===== src/rtl/mc8051_psw.sv =====
// mc8051_psw: Program Status Word register.
// Merges ALU flag, bit-operation and direct SFR writes into one update per
// cycle, commits it immediately or parks it in a one-entry slot while the
// pipeline is held, and tracks accumulator parity every cycle.
//
// state | meaning
// ------+-----------------------------------------------------------
// IDLE  | slot empty; strobes accepted, o_ready = 1
// PEND  | slot full; waiting for i_hold to drop, strobes ignored
module mc8051_psw (
    input  logic       i_mcu_clk,
    input  logic       i_mcu_rst,
    input  logic       i_hold,
    input  logic       i_flag_we,
    input  logic [3:0] i_flag_mask,
    input  logic       i_cy,
    input  logic       i_ac,
    input  logic       i_ov,
    input  logic       i_zo,
    input  logic       i_bit_we,
    input  logic [2:0] i_bit_sel,
    input  logic       i_bit_val,
    input  logic       i_sfr_we,
    input  logic [7:0] i_sfr_wdata,
    input  logic [7:0] i_acc,
    output logic       o_ready,
    output logic [7:0] o_psw,
    output logic       o_cy_q,
    output logic       o_ac_q,
    output logic       o_ov_q,
    output logic       o_zo_q,
    output logic [1:0] o_rs
);

    localparam logic [0:0] ST_IDLE = 1'b0;
    localparam logic [0:0] ST_PEND = 1'b1;

    localparam int BIT_CY = 7;
    localparam int BIT_AC = 6;
    localparam int BIT_OV = 2;

    logic [0:0] state_q;
    logic [0:0] state_nxt;
    logic       ready_q;

    // Writable PSW bits live in [7:1]; bit 0 of these vectors is unused
    // padding so PSW bit indices can be used directly.
    logic [7:0] psw_q;
    logic       par_q;
    logic       zo_q;

    logic [7:0] slot_psw_q;
    logic       slot_zo_q;

    logic       strobe;
    logic [7:0] merged_psw;
    logic       merged_zo;
    logic       commit_now;
    logic       commit_slot;
    logic       fill_slot;

    assign strobe = i_flag_we | i_bit_we | i_sfr_we;

    // Build the merged update: flags, then bit write, then SFR write.
    always_comb begin
        merged_psw = psw_q;
        merged_zo  = zo_q;
        if (i_flag_we) begin
            if (i_flag_mask[3]) merged_psw[BIT_CY] = i_cy;
            if (i_flag_mask[2]) merged_psw[BIT_AC] = i_ac;
            if (i_flag_mask[1]) merged_psw[BIT_OV] = i_ov;
            if (i_flag_mask[0]) merged_zo = i_zo;
        end
        if (i_bit_we && (i_bit_sel != 3'd0)) begin
            merged_psw[i_bit_sel] = i_bit_val;
        end
        if (i_sfr_we) begin
            merged_psw[7:1] = i_sfr_wdata[7:1];
        end
        // P is owned by the parity tracker, never by a write path.
        merged_psw[0] = 1'b0;
    end

    // Decide what happens at the next edge; strobes in PEND are dropped.
    always_comb begin
        state_nxt   = state_q;
        commit_now  = 1'b0;
        commit_slot = 1'b0;
        fill_slot   = 1'b0;
        case (state_q)
            ST_IDLE: begin
                if (strobe) begin
                    if (i_hold) begin
                        fill_slot = 1'b1;
                        state_nxt = ST_PEND;
                    end else begin
                        commit_now = 1'b1;
                    end
                end
            end
            ST_PEND: begin
                if (!i_hold) begin
                    commit_slot = 1'b1;
                    state_nxt   = ST_IDLE;
                end
            end
            default: state_nxt = ST_IDLE;
        endcase
    end

    // Sequencing state and the registered ready flag.
    always_ff @(posedge i_mcu_clk) begin
        if (i_mcu_rst) begin
            state_q <= ST_IDLE;
            ready_q <= 1'b1;
        end else begin
            state_q <= state_nxt;
            ready_q <= (state_nxt == ST_IDLE);
        end
    end

    // Pending slot holds one fully merged update while the pipeline stalls.
    always_ff @(posedge i_mcu_clk) begin
        if (i_mcu_rst) begin
            slot_psw_q <= 8'h00;
            slot_zo_q  <= 1'b0;
        end else if (fill_slot) begin
            slot_psw_q <= merged_psw;
            slot_zo_q  <= merged_zo;
        end
    end

    // Committed PSW bits [7:1] and the zero flag.
    always_ff @(posedge i_mcu_clk) begin
        if (i_mcu_rst) begin
            psw_q <= 8'h00;
            zo_q  <= 1'b0;
        end else if (commit_slot) begin
            psw_q <= slot_psw_q;
            zo_q  <= slot_zo_q;
        end else if (commit_now) begin
            psw_q <= merged_psw;
            zo_q  <= merged_zo;
        end
    end

    // Parity follows the accumulator every cycle, independent of stalls.
    always_ff @(posedge i_mcu_clk) begin
        if (i_mcu_rst) begin
            par_q <= 1'b0;
        end else begin
            par_q <= ^i_acc;
        end
    end

    assign o_psw   = {psw_q[7:1], par_q};
    assign o_cy_q  = psw_q[BIT_CY];
    assign o_ac_q  = psw_q[BIT_AC];
    assign o_ov_q  = psw_q[BIT_OV];
    assign o_zo_q  = zo_q;
    assign o_rs    = psw_q[4:3];
    assign o_ready = ready_q;

endmodule


===== config.mk =====
export PLATFORM = sky130hd
export DESIGN_NAME = mc8051_psw
export DESIGN_NICKNAME = d
export VERILOG_FILES = /design/src/rtl/mc8051_psw.sv
export SDC_FILE = /design/constraint.sdc
export NUM_CORES = 1
export LEC_CHECK = 0
export ABC_AREA = 1
export CAP_MARGIN = 20
export CORE_MARGIN = 4
export CORE_UTILIZATION = 38
export DETAILED_ROUTE_END_ITERATION = 8
export MAX_ROUTING_LAYER = met4
export PLACE_DENSITY = 0.73
export SLEW_MARGIN = 15
export SYNTH_ARGS = -nofsm -noshare
export SYNTH_HDL_FRONTEND = slang
export SYNTH_SLANG_ARGS = --single-unit

===== constraint.sdc =====
create_clock -name i_mcu_clk -period 1.1 [get_ports i_mcu_clk]
set_input_delay 0.165 -clock i_mcu_clk [delete_from_list [all_inputs] [get_ports i_mcu_clk]]
set_output_delay 0.165 -clock i_mcu_clk [all_outputs]
set_load 0.02 [all_outputs]

# After elaboration in Yosys (flattened, before gate mapping)
# Index checks and enable logic that the tools add are counted.
# W data, S select, Z words.
dict set report word_totals {
  ff_bits 20
  latch_bits 0
  ram_bits 0
  rom_bits 0
  input_bits 34
  out_inout_bits 15
  word_cells 42
  mem_count 0
}
dict set report classes {
  add_sub_neg 0
  mul 0
  n_div 0
  magnitude_cmp 2
  eq_ne 0
  shifts 0
  muxes 24
  n_bitwise 4
  reduce_logical 5
}
# op n
set ops {}
lappend ops {{$mux W8} 3}
lappend ops {{$mux W1} 16}
lappend ops {{$bwmux W8} 1}
lappend ops {{$reduce_xor A8 Y1} 1}
lappend ops {{$mux W7} 1}
lappend ops {{$lt A3 B4 Y1 const B} 1}
lappend ops {{$demux W1 S3} 1}
lappend ops {{$ge A3 B1 Y1 const B} 1}
lappend ops {{$reduce_bool A3 Y1} 1}
lappend ops {{$logic_and A1 B1 Y1} 2}
lappend ops {{$mux W2} 1}
lappend ops {{$not A1 Y1} 2}
lappend ops {{$or A1 B1 Y1} 2}
lappend ops {{$pmux W1 S2} 1}
lappend ops {{$reduce_bool A2 Y1} 1}

# Longest topological paths before layout
# Gate-level depths: netlist (run 1).
dict set report depth {
  depth_word 9
  mapped_depth 8
}

# Least setup slack after synthesis (run 1)
# No wires, ideal clock.
dict set report synth_path {
  path_kind {input to register}
  start {in i_flag_we}
  end {reg psw_q[1]}
  setup_time_ps 116
  t_arrival_ps 981
  required_ps 984
  slack_ps 3
  cell_stages 8
  cell_sequence {buf_4 nor3_4 nand2_2 nand2_2 inv_2 buf_6 o21ai_1 a21oi_1}
}
dict set report synth_between {
  elab_chain_len 5
}
# item line_no
set synth_lines {}
lappend synth_lines {{from (decl)} 14} ;# input logic i_flag_we,
lappend synth_lines {{$or A1 B1 Y1 (2 in series)} 62} ;# assign strobe = i_flag_we | i_bit_we | i_sfr_we;
lappend synth_lines {{$mux W1} 92} ;# if (strobe) begin
lappend synth_lines {{$mux W1} 90} ;# case (state_q)
lappend synth_lines {{$reduce_bool A2 Y1 (no source line)} -}
lappend synth_lines {{to (signal assigned)} 139} ;# psw_q <= slot_psw_q;
lappend synth_lines {{to (signal assigned)} 142} ;# psw_q <= merged_psw;
lappend synth_lines {{to (decl)} 48} ;# logic [7:0] psw_q;
# No other way between the ends.
# A chain may end at the register's enable or synchronous reset.

# Worst setup path in the final report (run 1)
dict set report layout_path {
  start {reg psw_q[6]}
  end {out o_ac_q}
}
# item line_no
set layout_rtl {}
lappend layout_rtl {{to (decl)} 29} ;# output logic o_ac_q,
# No word-level cell between the ends.

==> results of run 1 <==
-- registers in the layout (all words and copies together), names as in the netlist --
register	count
par_q	1
slot_zo_q	1
psw_q	7
o_ready	1
slot_psw_q	7
state_q	1
o_zo_q	1
-- per-layer routing --
layer  up-vias  GRT usage  wire length [um]
li1        682          -                 -
met1       566      0.216              1500
met2        45      0.294              1740
met3         5     0.0176               215
met4         0      0.102                73
met5         -          -                 0
-- per-stage QoR --
stage | area [um2] | power (uW) | utilization | hold slack (ns) | TNS (ns)
final | 1830 | 1840 | 0.605 | 0.152 | -0.000149
after global routing | 1830 | 1930 | 0.605 | 0.160 | -0.0833
after CTS | 1780 | 1810 | 0.589 | 0.420 | 0
after detailed placement | 1760 | 1450 | 0.580 | 0.480 | -9.42
after global placement | 1760 | 1440 | 0.580 | 0.469 | -9.34
after floorplan | 1190 | 1160 | - | 0.237 | 0
-- report_power, final --
group / switching, uW / total, uW / internal [uW] / leakage, uW
Sequential: 34.8 / 786 / 752 / 0.000159
Combinational: 338 / 670 / 332 / 0.000707
Clock: 242 / 379 / 136 / 0.0000177
-- cells in the final DEF, fill, tap and decap left out, drive strengths merged --
cell type and instances:
a21oi 10, buf 33, clkbuf 6, clkdlybuf4s15 1, clkdlybuf4s50 25, clkinv 1, clkinvlp 1, dfxtp 19
dlygate4sd2 3, dlymetal6s2s 1, inv 23, nand2 34, nand3 32, nand4 1, nor2 5, nor3 2
o211ai 7, o21ai 14, o21bai 1, or2 5, xnor2 5, xor2 2
-- final cells by class --
cell class / instances / area [um2] / area share
Clock buffer: 3 / 22.5 / 0.0123
Clock inverter: 1 / 5.00 / 0.00273
Inverter: 24 / 98.8 / 0.0540
Multi-Input combinational cell: 118 / 681 / 0.372
Sequential cell: 19 / 389 / 0.212
Tap cell: 44 / 55.1 / 0.0301
Timing Repair Buffer: 66 / 581 / 0.317
-- repair_timing --
| action | 4_1_cts | 5_1_grt |
|---|---|---|
| hold endpoints to repair | 0 | 0 |
| gates cloned | 1 | 0 |
| hold buffers | 0 | 0 |
| pin swaps | 5 | 3 |
| setup buffers | 2 | 2 |
| resized for setup | 88 | 20 |
| setup endpoints to repair | 32 | 20 |
-- final timing paths --
kind	from	endpoint	slack (ns)	cells after the start
hold reg to reg	slot_psw_q[1]	slot_psw_q[1]	0.49	2
hold / removal	i_hold	o_ready	0.15	2
setup / recovery	psw_q[6]	o_ac_q	-0.0001	2
setup reg to reg	psw_q[5]	psw_q[5]	0.02	7
-- kinds of logic after synthesis --
| kind of cell | after synthesis |
|---|---|
| flip-flops | 19 |
| AND/OR/NAND/NOR | 79 |
| buffers and inverters | 35 |
| XOR/XNOR | 7 |
| AO/OA/AOI/OAI | 32 |
==> results.md, run 1 <==
Route:
- The average wire length per cell after detail routing is 12.8 um.
- The count of TritonRoute iterations in the first routing pass is 4.
- After detailed routing, the number of remaining DRC violations is 0.
- In this run the remaining antenna-violating nets after routing total 0.
- The DRC marker count from the first detailed-route iteration is 63.
- Dividing the detail-routed via count by the number of cells gives approximately 4.7.
- Detailed routing inserted a total of 1298 vias.
- Summed over all layers, the routed wires come to 3.53 mm.

Synthesis:
- The net count of the mapped netlist is slightly above 200.
- In this run, distinct cell masters in the synthesized netlist total 22.
- The share of synthesized cell area in and, or, nand and nor gates is 0.327.
- After synthesis the netlist holds a flip-flop and latch count of 19.
- The compound-cell area share of the yosys netlist came to 0.154.
- The most common flop cell mapped by yosys is dfxtp_1.
- The portion of netlist area occupied by mux cells is 0.
- Dividing the synthesized area by the synthesized cell count gives 6.93 um2.
- By area the synthesized netlist is led by dfxtp_1 (32%), nand3_1 (13%), nand2_1 (10%).
- The mapped netlist covers 1190 um2.
- The commonest cells after synthesis are nand2_1 (32), nand3_1 (32), inv_1 (23), dfxtp_1 (19), o21ai_0 (12).
- The area share of xor/xnor cells in the synthesized design is 0.0515.
- After synthesis, the largest family of logic cells by area is simple AND/OR/NAND/NOR gates.
- Of the total synthesized cell area, the portion taken by full adders, half adders and majority gates is 0.
- Summed over all instances, the cell type with the most area after synthesis is dfxtp_1.
- The Yosys step of the flow raised 0 warnings.
- The post-synthesis sequential area ratio is 0.319.
- Counting flops with an async set or reset pin after synthesis yields a share of 0.
- Of the post-synthesis cell area, the dominant cell type holds 0.319.
- Counting flops with a built-in enable in the synthesized netlist gives 0.
- Synthesis produced 172 cells.

Global route:
- Across every metal layer, demand over resource in global routing totals 0.180.
- The initial antenna violation count is 0.
- Entering global routing, the biggest net connects 18 pins.
- The number of global-route vias before repair is between 1000 and 1500.
- The wire length of the first global-routing pass is ~5.6 mm.
- The final global-route overflow total is 0.

Cells and area:
- The area growth from synthesis to layout is 53.8%.
- For this run, the number of standard cells in the final layout without fillers is 275.
- The layout has about 290 filler cells.
- In the final layout, the share of cells above drive strength 1 is 0.320.
- The number of antenna diodes in the final layout is 0.
- The number of nets in the layout is 266.

Timing:
- The setup violation total in the final timing report is 2.
- The clock arrives with approximately 0.0042 ns of skew.
- Setup repair after global routing could not meet its margin everywhere.
- The number of pins exceeding their max-slew limit in the final report came to 0.
- The worst setup slack after layout is -0.0000988 ns.
- For the pin with the worst max-slew slack, the measured transition is 0.248 ns.
- The share of the clock period used by the worst path is 1.00.
- The number of hold violations in the final report was 0.
- Timing would allow up to 0.909 GHz.
- The shortest clock period the worst path allows after layout is around 1.1 ns.
- Headroom to the max-slew limit came out at 0.834.

Power:
- The static leakage is approximately 0.00088 uW.
- The total power per unit cell area is 1000 nW/um2.
- The worst-case IR drop observed on VDD is 0.809 mV.

Min path:
- The worst hold path class is in -> reg.

Worst setup path:
- The standard cell with the maximum stage delay on the critical path is dfxtp_2.
- The data arrival time at the worst-slack endpoint is around 0.94 ns.
- The data required time of the critical path is 0.94 ns.
- The number of buffers and inverters on the critical path is 2.
- Traced cell by cell, the critical path runs through buf_4, buf_2.
- On the critical path the largest part of the delay comes from flip-flops.
- The highest cell delay on the worst timing path is 0.34 ns.
- The worst setup path is of the reg -> out kind.
- The peak fanout along the critical path is 2.
- The worst setup path is launched from a flip-flop.
- The kind of capture point of the worst setup path is an output port.

Floorplan:
- The die width is between 60 and 70 um.
- The die covers 4090 um2.
- In this run the count of I/O pins placed on the die edge is roughly 50.
- The core region is ~3000 um2.
- The initial core utilization is 0.393.
- The die outline height is 64.0 um.
- In this run the core area contains 20 standard-cell rows.

Placement:
- At the end of routability-driven placement, the weighted congestion stood at around 0.85.
- The sum of net half-perimeters after detailed placement is 2.56 mm.
- In this run the tool buffered the top-level ports with 47 buffer cells.
- The pre-CTS worst setup slack is -0.565 ns.
- The total instance count after detailed placement is about 270.

Clocking:
- The CTS tree is built.
- In this run the clock root is driven by a clkbuf_4.
- The number of buffers added by the clock tree synthesis step is 3.
- The clock insertion delay at the later pin of the skew report is 0.32 ns.
- The clock transition at the registers of the reported paths is 0.11 ns.
- The maximum count of clock buffers along a single path is 2.
- The number of sinks driven by the clock tree is 19.
- CTS built an H-tree with a depth of 1.

Outcome:
- The run finished, with violations left.
- The checks that failed: setup timing.

Flow run:
- Max-cap violations in this run came to 0.
(Power assumes the default switching activity.)
==> inputs of run 2 (changes only) <==
CTS_BUF_LIST = sky130_fd_sc_hd__clkbuf_4 sky130_fd_sc_hd__clkbuf_8 sky130_fd_sc_hd__clkbuf_16   (was default)
==> results of run 2 <==
The final DEF is identical to that of run 1; final timing and power are the same.
==> inputs of run 3 (changes only) <==
REMOVE_ABC_BUFFERS = 1   (was default)
==> run 3 against run 2 <==
The run still ends with setup timing left. Die area unchanged. Non-clock buffer count up 4. Worst setup slack worse by 0.027 ns. Global-route usage down 1.4 points. Highest routed layer unchanged.
==> results.md, run 3 (synthesis results as in run 1) <==
Min path:
- The tightest min-delay check is of the in -> reg type.
- The cell count of the worst hold path is 2 (unchanged).
- The destination of the worst hold path is o_ready.
- The startpoint of the worst hold path is i_hold.

Flow run:
- The count of max-cap constraint violations is 0 (unchanged).

Worst setup path:
- The data arrival time at the worst-slack endpoint was 1.33 ns (+0.39 ns).
- The worst setup path is captured at a flip-flop.
- The worst setup path is launched from a flip-flop.
- The highest cell delay on the worst timing path is 0.37 ns (+0.03 ns).
- Walking the worst path, the cells encountered are inv_1, buf_4, or2_2, nand2_1, a21oi_1.
- The critical path is of the reg -> reg type.
- The cell depth of the worst flop-to-flop path is 5 (-2).
- The peak fanout along the critical path is 5 (+3).
- For this design, the slowest cell found on the critical path is dfxtp_2.
- The worst register-to-register path ends at psw_q[1].
- The data required time of the critical path is 1.30 ns (+0.36 ns).
- The setup slack on the worst flop-to-flop path is -0.03 ns (-0.05 ns).
- The startpoint of the most critical register-to-register path is state_q.

Placement:
- The cell area after placement is 1810 um2 (+3.3%).
- The sum of net half-perimeters after detailed placement is 2.35 mm (-8.1%).
- The number of port buffers is 47 (unchanged).
- The routability congestion estimate from global placement is 0.845 (-0.58%).

Cells and area:
- The antenna diode count is 0 (unchanged).
- The commonest non-fill, non-tap cell in the layout is nand2_1.
- The layout overhead on the synthesized area is 55.9%.
- The post-route cell area came to 1860 um2 (+1.4%).
- The number of fill cells was 303 (+5.9%).
- The final cell utilization of the core is 0.613 (+0.00826).
- The largest registers in the layout are psw_q (7), slot_psw_q (7).
- The share of post-route cells with drive strength above 1 was 0.323 (+0.00306).
- In the layout the commonest cells are nand2_1 (31), clkdlybuf4s50_1 (25), nand3_1 (23).
- The number of nets in the layout is 270 (+1.5%).

Timing:
- The shortest clock period the worst path allows after layout is 1.13 ns (+0.0272 ns).
- Setup repair after global routing could not meet its margin everywhere.
- The number of pins exceeding their max-slew limit in the final report is 0 (unchanged).
- The achievable clock frequency is 0.887 GHz (-2.4%).
- The largest clock skew in the final design is 0.00769 ns (+0.00351 ns).
- The worst slew slack as a fraction of its limit came to 0.758 (-0.0763).
- The number of hold violations in the final report was 0 (unchanged).
- The slew at the pin closest to its max-slew limit is 0.363 ns (+0.114 ns).
- The worst hold slack is 0.128 ns (-0.0237 ns).
- The share of the clock period used by the worst path is 1.02 (+0.0247).
- The worst setup slack after layout is -0.0273 ns (-0.0272 ns).
- The setup violation total in the final timing report came to 2 (unchanged).

Route:
- The DRC violation count after routing was 0 (unchanged).
- The DRC marker count from the first detailed-route iteration is 46 (-27%).
- The vias after detailed routing was 1319 (+1.6%).
- The average wire length per cell after detail routing was 11.7 um (-8.6%).
- The count of nets left with antenna violations after detail routing is 0 (unchanged).
- The ratio of routed vias to standard cells was 4.73 (+0.16%).
- The count of TritonRoute iterations in the first routing pass is 4 (unchanged).
- The aggregate routed wire length is 3.27 mm (-7.3%).

Clocking:
- The CTS H-tree depth came to 1 (unchanged).
- The maximum count of clock buffers along a single path is 2 (unchanged).
- The number of buffers added by the clock tree synthesis step is 3 (unchanged).
- The CTS tree is built.
- The clock insertion delay at the later pin of the skew report is 0.30 ns (-0.02 ns).
- The number of sinks driven by the clock tree is 19 (unchanged).
- The cell sitting at the root of the clock tree is a clkbuf_4.
- The hold buffer count at CTS was 0 (unchanged).
- The clock transition at the registers of the reported paths was 0.12 ns (about the same).

Global route:
- After global routing, the most crowded layer is met2.
- The fraction of met3 tracks used by global routing was 0.0316 (+0.0141).
- The global router's overall resource usage is 0.166 (-0.0140).
- The number of global-route vias before repair was 1233 (-2.5%).
- The wire length of the first global-routing pass came to 5.28 mm (-6.4%).
- The final global-route overflow total is 0 (unchanged).
- The met2 global-route usage is 0.267 (-0.0271).
- The initial antenna violation count is 0 (unchanged).
- The largest net degree at the start of global routing was 18 (unchanged).
- The global-route track usage on met1 is 0.203 (-0.0137).

Floorplan:
- The top-level port count is 49 (unchanged).
- The die width came to 64.0 um (unchanged).
- The overall die area was 4090 um2 (unchanged).
- The die outline height is 64.0 um (unchanged).
- The number of standard-cell rows in the floorplan was 20 (unchanged).
- The initial core utilization is 0.393 (unchanged).
- The placeable core region is 3030 um2 (unchanged).

Outcome:
- The run finished, with violations left.
- The checks that failed: setup timing.

Power:
- The total power per unit cell area is 980 nW/um2 (-2.2%).
- The worst ir drop on vdd is 0.511 mV (-37%).
- The static leakage is 0.000916 uW (+3.6%).
run 3: changes by cell type in the layout (fill, tap and decap cells not counted), moves of 2 or more:
cell,change
buf_4,+6
nand3_1,-6
nand3_2,+6
inv_1,+3
o21ai_1,-3
dfxtp_1,+2
dlygate4sd2_1,+2
inv_2,-2
o21ai_0,+2
run 3: worst max-delay path by stage:
| stage | startpoint | to | slack [ns] | cells after the start |
|---|---|---|---|---|
| floorplan | psw_q[2] | psw_q[2] | -0.008 | 6 |
| global placement | i_bit_we | psw_q[3] | -0.48 | 8 |
| detailed placement | i_bit_we | psw_q[5] | -0.50 | 8 |
| CTS | state_q | psw_q[1] | -0.02 | 5 |
| global route | state_q | slot_psw_q[2] | -0.08 | 6 |
| finish | state_q | psw_q[1] | -0.03 | 5 |
run 3: final cells by class:
type	count	area, um2	area share
Inverter	24	95.1	0.0512
Tap cell	44	55.1	0.0296
Timing Repair Buffer	70	594	0.320
Clock buffer	3	22.5	0.0121
Clock inverter	1	5.00	0.00270
Multi-Input combinational cell	118	701	0.377
Sequential cell	19	384	0.207
run 3: power breakdown:
group	internal (uW)	switching, uW
Clock	135	233
Combinational	333	334
Sequential	752	31.8
run 3: routing by layer:
metal / vias to the layer above / share of wire
li1: 683 / -
met1: 586 / 0.44
met2: 48 / 0.47
met3: 2 / 0.079
met4: 0 / 0.0058
met5: - / 0
run 3: metrics by stage:
step / TNS (ns) / setup slack (ns) / std cells / power, uW
floorplan: -0.0126 / -0.00841 / 161 / 1100
global placement: -7.81 / -0.477 / 273 / 1470
detailed placement: -8.19 / -0.495 / 273 / 1470
CTS: -0.0560 / -0.0179 / 280 / 1850
global route: -0.809 / -0.0845 / 279 / 1940
finish: -0.0418 / -0.0273 / 279 / 1820
run 3: repair_timing:
action,in CTS,in global routing
pin swaps,9,2
cloned,1,0
setup buffers,2,1
endpoints found under the setup margin,31,19
resized for setup,81,18
run 3: worst max-delay path, delay by kind of cell (launching register included):
family,cells,cell delay (ns)
flip-flops,1,0.37
AND/OR/NAND/NOR,2,0.34
buffers and inverters,2,0.26
AO/OA/AOI/OAI,1,0.05
